[config.mk]
export PLATFORM = sky130hd
export DESIGN_NAME = cnt_sequencer
export DESIGN_NICKNAME = d
export VERILOG_FILES = /design/src/rtl/cnt_seq_pkg.sv /design/src/rtl/cnt_seq_core.sv /design/src/rtl/cnt_sequencer.sv
export SDC_FILE = /design/constraint.sdc
export NUM_CORES = 1
export LEC_CHECK = 0
export CAP_MARGIN = 20
export CORE_ASPECT_RATIO = 0.7
export CORE_MARGIN = 2
export CORE_UTILIZATION = 42
export CTS_CLUSTER_SIZE = 20
export DETAILED_ROUTE_END_ITERATION = 10
export PLACE_DENSITY = 0.66
export SYNTH_ARGS = -nofsm -noshare
export SYNTH_HDL_FRONTEND = slang
export SYNTH_SLANG_ARGS = --single-unit
[constraint.sdc]
create_clock -name clk -period 4.2 [get_ports clk]
set_input_delay 0.84 -clock clk [delete_from_list [all_inputs] [get_ports clk]]
set_output_delay 0.84 -clock clk [all_outputs]
set_load 0.005 [all_outputs]
[src/rtl/cnt_seq_pkg.sv]
// cnt_seq_pkg: shared state encoding and default width for the counter sequencer
package cnt_seq_pkg;
   localparam int CNT_WIDTH = 4;
   typedef enum logic [1:0] {
      ST_IDLE  = 2'd0,
      ST_RUN   = 2'd1,
      ST_PAUSE = 2'd2,
      ST_DONE  = 2'd3
   } state_t;
endpackage

[src/rtl/cnt_seq_core.sv]
// cnt_core: registered up/down counter with synchronous load and step enable
module cnt_core #(
   parameter int WIDTH = 4
) (
   input  logic             clk,
   input  logic             rst,
   input  logic             i_load,
   input  logic [WIDTH-1:0] i_load_val,
   input  logic             i_en,
   input  logic             i_dir_down,
   output logic [WIDTH-1:0] o_cnt
);
   // load wins over stepping; otherwise step by one in the requested direction
   always_ff @(posedge clk or posedge rst)
      if (rst)
         o_cnt <= '0;
      else if (i_load)
         o_cnt <= i_load_val;
      else if (i_en)
         o_cnt <= i_dir_down ? o_cnt - 1'b1 : o_cnt + 1'b1;
endmodule

[src/rtl/cnt_sequencer.sv]
// cnt_sequencer: start/stop/pause run controller wrapped around a counter core
module cnt_sequencer
   import cnt_seq_pkg::*;
#(
   parameter int WIDTH = CNT_WIDTH
) (
   input  logic             clk,
   input  logic             rst,
   input  logic             start,
   input  logic             stop,
   input  logic             pause,
   input  logic [WIDTH-1:0] tc,
   input  logic             dir_down,
   input  logic             periodic,
   output logic [WIDTH-1:0] cnt,
   output logic             busy,
   output logic             wrap,
   output logic             done
);
   state_t           r_state;
   logic [WIDTH-1:0] r_tc;
   logic             r_dir;
   logic             r_per;
   logic             r_busy;
   logic             r_wrap;
   logic             r_done;
   logic [WIDTH-1:0] w_cnt;
   logic [WIDTH-1:0] w_s_new;
   logic [WIDTH-1:0] w_s_lat;
   logic [WIDTH-1:0] w_e_lat;
   logic [WIDTH-1:0] w_load_val;
   logic             w_at_end;
   logic             w_accept;
   logic             w_stepping;
   logic             w_reload;
   logic             w_load;
   logic             w_en;
   // start/end values, and what the counter does this edge (stop > start > pause > step)
   always_comb begin
      w_s_new    = dir_down ? tc : '0;
      w_s_lat    = r_dir ? r_tc : '0;
      w_e_lat    = r_dir ? '0 : r_tc;
      w_at_end   = (w_cnt == w_e_lat);
      w_accept   = !stop && start && (r_state == ST_IDLE || r_state == ST_DONE);
      w_stepping = (r_state == ST_RUN) && !stop && !pause;
      w_reload   = w_stepping && w_at_end && r_per;
      w_en       = w_stepping && !w_at_end;
      w_load     = stop || w_accept || w_reload;
      w_load_val = stop ? '0 : (w_accept ? w_s_new : w_s_lat);
   end
   cnt_core #(.WIDTH(WIDTH)) u_core (
      .clk        (clk),
      .rst        (rst),
      .i_load     (w_load),
      .i_load_val (w_load_val),
      .i_en       (w_en),
      .i_dir_down (r_dir),
      .o_cnt      (w_cnt)
   );
   // run-state machine with input latches and registered status pulses
   always_ff @(posedge clk or posedge rst)
      if (rst) begin
         r_state <= ST_IDLE;
         r_tc    <= '0;
         r_dir   <= 1'b0;
         r_per   <= 1'b0;
         r_busy  <= 1'b0;
         r_wrap  <= 1'b0;
         r_done  <= 1'b0;
      end else begin
         r_wrap <= w_reload;
         r_done <= 1'b0;
         if (stop) begin
            r_state <= ST_IDLE;
            r_busy  <= 1'b0;
         end else if (w_accept) begin
            r_state <= ST_RUN;
            r_tc    <= tc;
            r_dir   <= dir_down;
            r_per   <= periodic;
            r_busy  <= 1'b1;
         end else
            case (r_state)
               ST_RUN:
                  if (pause)
                     r_state <= ST_PAUSE;
                  else if (w_at_end && !r_per) begin
                     r_state <= ST_DONE;
                     r_busy  <= 1'b0;
                     r_done  <= 1'b1;
                  end
               ST_PAUSE: if (!pause) r_state <= ST_RUN;
               ST_DONE:  r_state <= ST_IDLE;
               default:  r_state <= ST_IDLE;
            endcase
      end
   assign cnt  = w_cnt;
   assign busy = r_busy;
   assign wrap = r_wrap;
   assign done = r_done;
endmodule

==> report_table.html <==
<table>
<tr><th>Metric</th><th>Value</th></tr>
<tr><th colspan="2">Timing</th></tr>
<tr><td>Peak Freq</td><td>428 MHz</td></tr>
<tr><td>Worst slew slack as a fraction of its limit</td><td>60.3%</td></tr>
<tr><td>Setup total negative slack</td><td>0 ps</td></tr>
<tr><td>RSZ-0062 raised after global routing</td><td>no</td></tr>
<tr><td>Hold Slack</td><td>524 ps</td></tr>
<tr><td>Max Clock Skew</td><td>5.27 ps</td></tr>
<tr><td>Count of final setup violators</td><td>0</td></tr>
<tr><td>Actual slew at the worst max-slew pin</td><td>594 ps</td></tr>
<tr><td>Crit path time final</td><td>2340 ps</td></tr>
<tr><td>Final period util</td><td>55.7%</td></tr>
<tr><td>Final hold violations</td><td>0</td></tr>
<tr><td>Number of pins exceeding their max-slew limit in the final report</td><td>0</td></tr>
<tr><th colspan="2">Yosys</th></tr>
<tr><td>Number of nets in the synthesized netlist</td><td>133</td></tr>
<tr><td>Dominant cell by count in the synthesized netlist</td><td>nand2_1</td></tr>
<tr><td>Number of flops mapped to enable cells by yosys</td><td>0</td></tr>
<tr><td>Top_reg_cell synth</td><td>dfrtp_1</td></tr>
<tr><td>Number of synthesized register bits</td><td>15</td></tr>
<tr><td>Post-synthesis cell area</td><td>1040 um^2</td></tr>
<tr><td>Synthesized netlist cell count</td><td>116</td></tr>
<tr><td>Synth area leader</td><td>dfrtp_1</td></tr>
<tr><td>Fraction of synthesis flops using an asynchronous set or reset pin</td><td>100%</td></tr>
<tr><td>Count of cell types in the netlist</td><td>33</td></tr>
<tr><td>Top cells by area, synth</td><td>dfrtp_1, nand2_1, ha_1, nand3_1, mux2i_1</td></tr>
<tr><td>Share of the synthesized area in the top cell type</td><td>36.2%</td></tr>
<tr><td>Post-synthesis area per instance</td><td>8.94 um^2</td></tr>
<tr><td>Share of synthesized area occupied by flip-flops and latches</td><td>36.2%</td></tr>
<tr><td>Number of warnings reported in the yosys synthesis log</td><td>0</td></tr>
<tr><td>Synth cell count leaders</td><td>nand2_1, dfrtp_1, nand3_1</td></tr>
<tr><th colspan="2">Floorplan</th></tr>
<tr><td>Initial cell density of the core</td><td>43.2%</td></tr>
<tr><td>Number of top-level pins</td><td>18</td></tr>
<tr><td>Core region area</td><td>2400 um^2</td></tr>
<tr><td>Standard-cell row count</td><td>15</td></tr>
<tr><td>Floorplan die height</td><td>45.6 um</td></tr>
<tr><td>Die outline area</td><td>2890 um^2</td></tr>
<tr><td>Chip Width</td><td>63.4 um</td></tr>
<tr><th colspan="2">Global route</th></tr>
<tr><td>Wire length of the first global-routing pass</td><td>3.77 mm</td></tr>
<tr><td>Most Crowded Layer GR</td><td>met1</td></tr>
<tr><td>Total congestion overflow after global routing</td><td>0</td></tr>
<tr><td>Met1 Resource Use GR</td><td>25.1%</td></tr>
<tr><td>Via count of the first global-routing pass</td><td>851</td></tr>
<tr><td>Global Route met2 Usage</td><td>24.8%</td></tr>
<tr><td>Number of antenna violations at the first check in global routing</td><td>0</td></tr>
<tr><td>Maximum number of pins on one net before global-route repair</td><td>16</td></tr>
<tr><td>Global-route usage over all layers</td><td>17.2%</td></tr>
<tr><td>Met3 demand-to-capacity share in global routing</td><td>5.20%</td></tr>
<tr><th colspan="2">Pwr</th></tr>
<tr><td>Internal Power</td><td>0.353 mW</td></tr>
<tr><td>Seq pwr share</td><td>40.0%</td></tr>
<tr><td>Total power per unit cell area</td><td>474 nW/um^2</td></tr>
<tr><td>Proportion of power drawn by combinational gates</td><td>45.9%</td></tr>
<tr><td>Static leakage</td><td>0.541 nW</td></tr>
<tr><td>Total power of the final layout</td><td>0.596 mW</td></tr>
<tr><td>Peak VDD IR</td><td>217 uV</td></tr>
<tr><td>Clock network power share</td><td>14.1%</td></tr>
<tr><td>Net switching power figure</td><td>0.242 mW</td></tr>
<tr><td>Switching share of power</td><td>40.7%</td></tr>
<tr><th colspan="2">Critical path</th></tr>
<tr><td>CP endpoint kind</td><td>flip-flop</td></tr>
<tr><td>Worst setup SP type</td><td>input port</td></tr>
<tr><td>Required time of the worst setup path</td><td>4410 ps</td></tr>
<tr><td>Arr. time, crit path</td><td>2550 ps</td></tr>
<tr><td>Worst Path Max Fanout</td><td>12</td></tr>
<tr><td>Setup slack, reg-to-reg</td><td>2110 ps</td></tr>
<tr><td>Worst Path Class, Setup</td><td>in2reg</td></tr>
<tr><th colspan="2">Placed design</th></tr>
<tr><td>Port buffer count</td><td>17</td></tr>
<tr><td>Last weighted congestion value of the routability-driven placer</td><td>0.866</td></tr>
<tr><td>Area post-placement</td><td>1230 um^2</td></tr>
<tr><td>Post-DP HPWL</td><td>1.70 mm</td></tr>
<tr><th colspan="2">Clock network</th></tr>
<tr><td>Number of gates resized after cts</td><td>0</td></tr>
<tr><td>Root buffer cell</td><td>clkbuf_4</td></tr>
<tr><td>Clock transition at the register clock pins on the worst setup and hold paths after CTS</td><td>90 ps</td></tr>
<tr><td>Post CTS Setup Buffer Count</td><td>0</td></tr>
<tr><td>CTS HTree Levels</td><td>1</td></tr>
<tr><td>CTS Hold Bufs</td><td>0</td></tr>
<tr><td>Clock tree from TritonCTS</td><td>built</td></tr>
<tr><td>Maximum clock insertion buffer count</td><td>2</td></tr>
<tr><td>Clock insertion delay at the later pin of the skew report</td><td>290 ps</td></tr>
<tr><td>Sinks on Clock Net</td><td>15</td></tr>
<tr><td>Total clock buffers created by CTS</td><td>3</td></tr>
<tr><th colspan="2">Route</th></tr>
<tr><td>Wire length after detailed routing</td><td>2.16 mm</td></tr>
<tr><td>Total number of vias</td><td>854</td></tr>
<tr><td>Pre-Repair DR Iteration Count</td><td>6</td></tr>
<tr><td>Antenna-violating nets left</td><td>0</td></tr>
<tr><td>Number of remaining DRC errors</td><td>0</td></tr>
<tr><td>Violation count after the first detailed-routing iteration</td><td>26</td></tr>
<tr><td>Ratio of routed vias to standard cells</td><td>5.11</td></tr>
<tr><td>Routed WL per cell</td><td>12.9 um</td></tr>
<tr><th colspan="2">Layout</th></tr>
<tr><td>Area growth from synthesis to layout</td><td>21.2%</td></tr>
<tr><td>Post-Route Utilization</td><td>52.3%</td></tr>
<tr><td>Number of diodes added for antenna fixing</td><td>0</td></tr>
<tr><td>Nets</td><td>151</td></tr>
<tr><td>Fin area</td><td>1260 um^2</td></tr>
<tr><td>Fraction of layout cells with a size suffix above 1</td><td>10.5%</td></tr>
<tr><th colspan="2">Run</th></tr>
<tr><td>Max-capacitance violation count</td><td>0</td></tr>
<tr><th colspan="2">Worst hold path</th></tr>
<tr><td>Classification of the worst-slack hold path</td><td>reg2reg</td></tr>
<tr><th colspan="2">Status</th></tr>
<tr><td>Run status</td><td>complete, no violations</td></tr>
</table>
-- final cells by class --
| cell class | instances | area [um^2] |
|---|---|---|
| timing repair buffer | 17 | 170 |
| sequential | 15 | 375 |
| clock inverter | 1 | 5.00 |
| fill | 238 | 1140 |
| clock buffer | 3 | 22.5 |
| tap | 34 | 42.5 |
| inverter | 8 | 30.0 |
| multi-input combinational | 89 | 612 |
-- sequential cells by signal, summed over array words and instances (netlist names) --
signal,flops
u_core.o_cnt,4
busy,1
r_tc,4
r_dir,1
wrap,1
r_per,1
r_state,2
done,1
-- per-stage QoR --
| step | instances | setup WS, ps |
|---|---|---|
| finish | 167 | 1860 |
| global route | 167 | 1730 |
| CTS | 167 | 1890 |
| detailed placement | 163 | 1590 |
| global placement | 163 | 1590 |
| floorplan | 116 | 2310 |
-- path summary, 6_finish.rpt --
kind,startpoint,end,cells past startpoint
max,stop,u_core.o_cnt[3],6
max in group asynchronous,rst,u_core.o_cnt[1],2
min,busy,busy,2
max reg2reg,r_dir,u_core.o_cnt[0],5
min in group asynchronous,rst,u_core.o_cnt[0],2
min reg2reg,busy,busy,2
-- cells in the final DEF, fill, tap and decap left out, types with 2 or more instances in the layout --
cell type / n
nor2b_1: 2
o21ai_0: 7
nand2_1: 22
nor2_1: 8
xnor2_1: 4
nand3_1: 9
mux2i_1: 4
inv_1: 8
nand2b_1: 2
a211oi_1: 2
clkdlybuf4s50_1: 17
a21oi_1: 7
clkbuf_4: 3
ha_1: 5
dfrtp_1: 15
-- worst max-delay path, cell delays in order --
cell and delay (ps):
clkdlybuf4s50_1 600, nor2_1 560, nand3_1 160, a21oi_1 160, mux2i_1 90, o22ai_1 150
-- power groups by stage --
| stage | combinational, mW | sequential [mW] | clock (mW) |
|---|---|---|---|
| 2_1_floorplan | 0.204 | 0.223 | 0 |
| 5_1_grt | 0.310 | 0.248 | 0.0923 |
| 3_3_place_gp | 0.270 | 0.239 | 0 |
| 6_report | 0.273 | 0.238 | 0.0842 |
| 4_1_cts | 0.276 | 0.238 | 0.0878 |
| 3_5_place_dp | 0.274 | 0.241 | 0 |
-- layer usage --
layer	part of all wire, %	vias up
li1	-	435
met1	53	390
met2	41	27
met3	5.5	2
met4	0.56	0
met5	0	-
-- kinds of logic (layout without fill, tap and decap cells) --
logic type | after synthesis | in the layout | share of synthesized area (%)
mux | 4 | 4 | 3.86
buf+inv | 12 | 29 | 4.83
xor+xnor | 4 | 4 | 3.38
flops | 15 | 15 | 36.2
simple gates | 50 | 50 | 24.2
compound gates | 25 | 25 | 19.5
fa+ha+maj | 6 | 6 | 7.96
(Power assumes the default switching activity.)
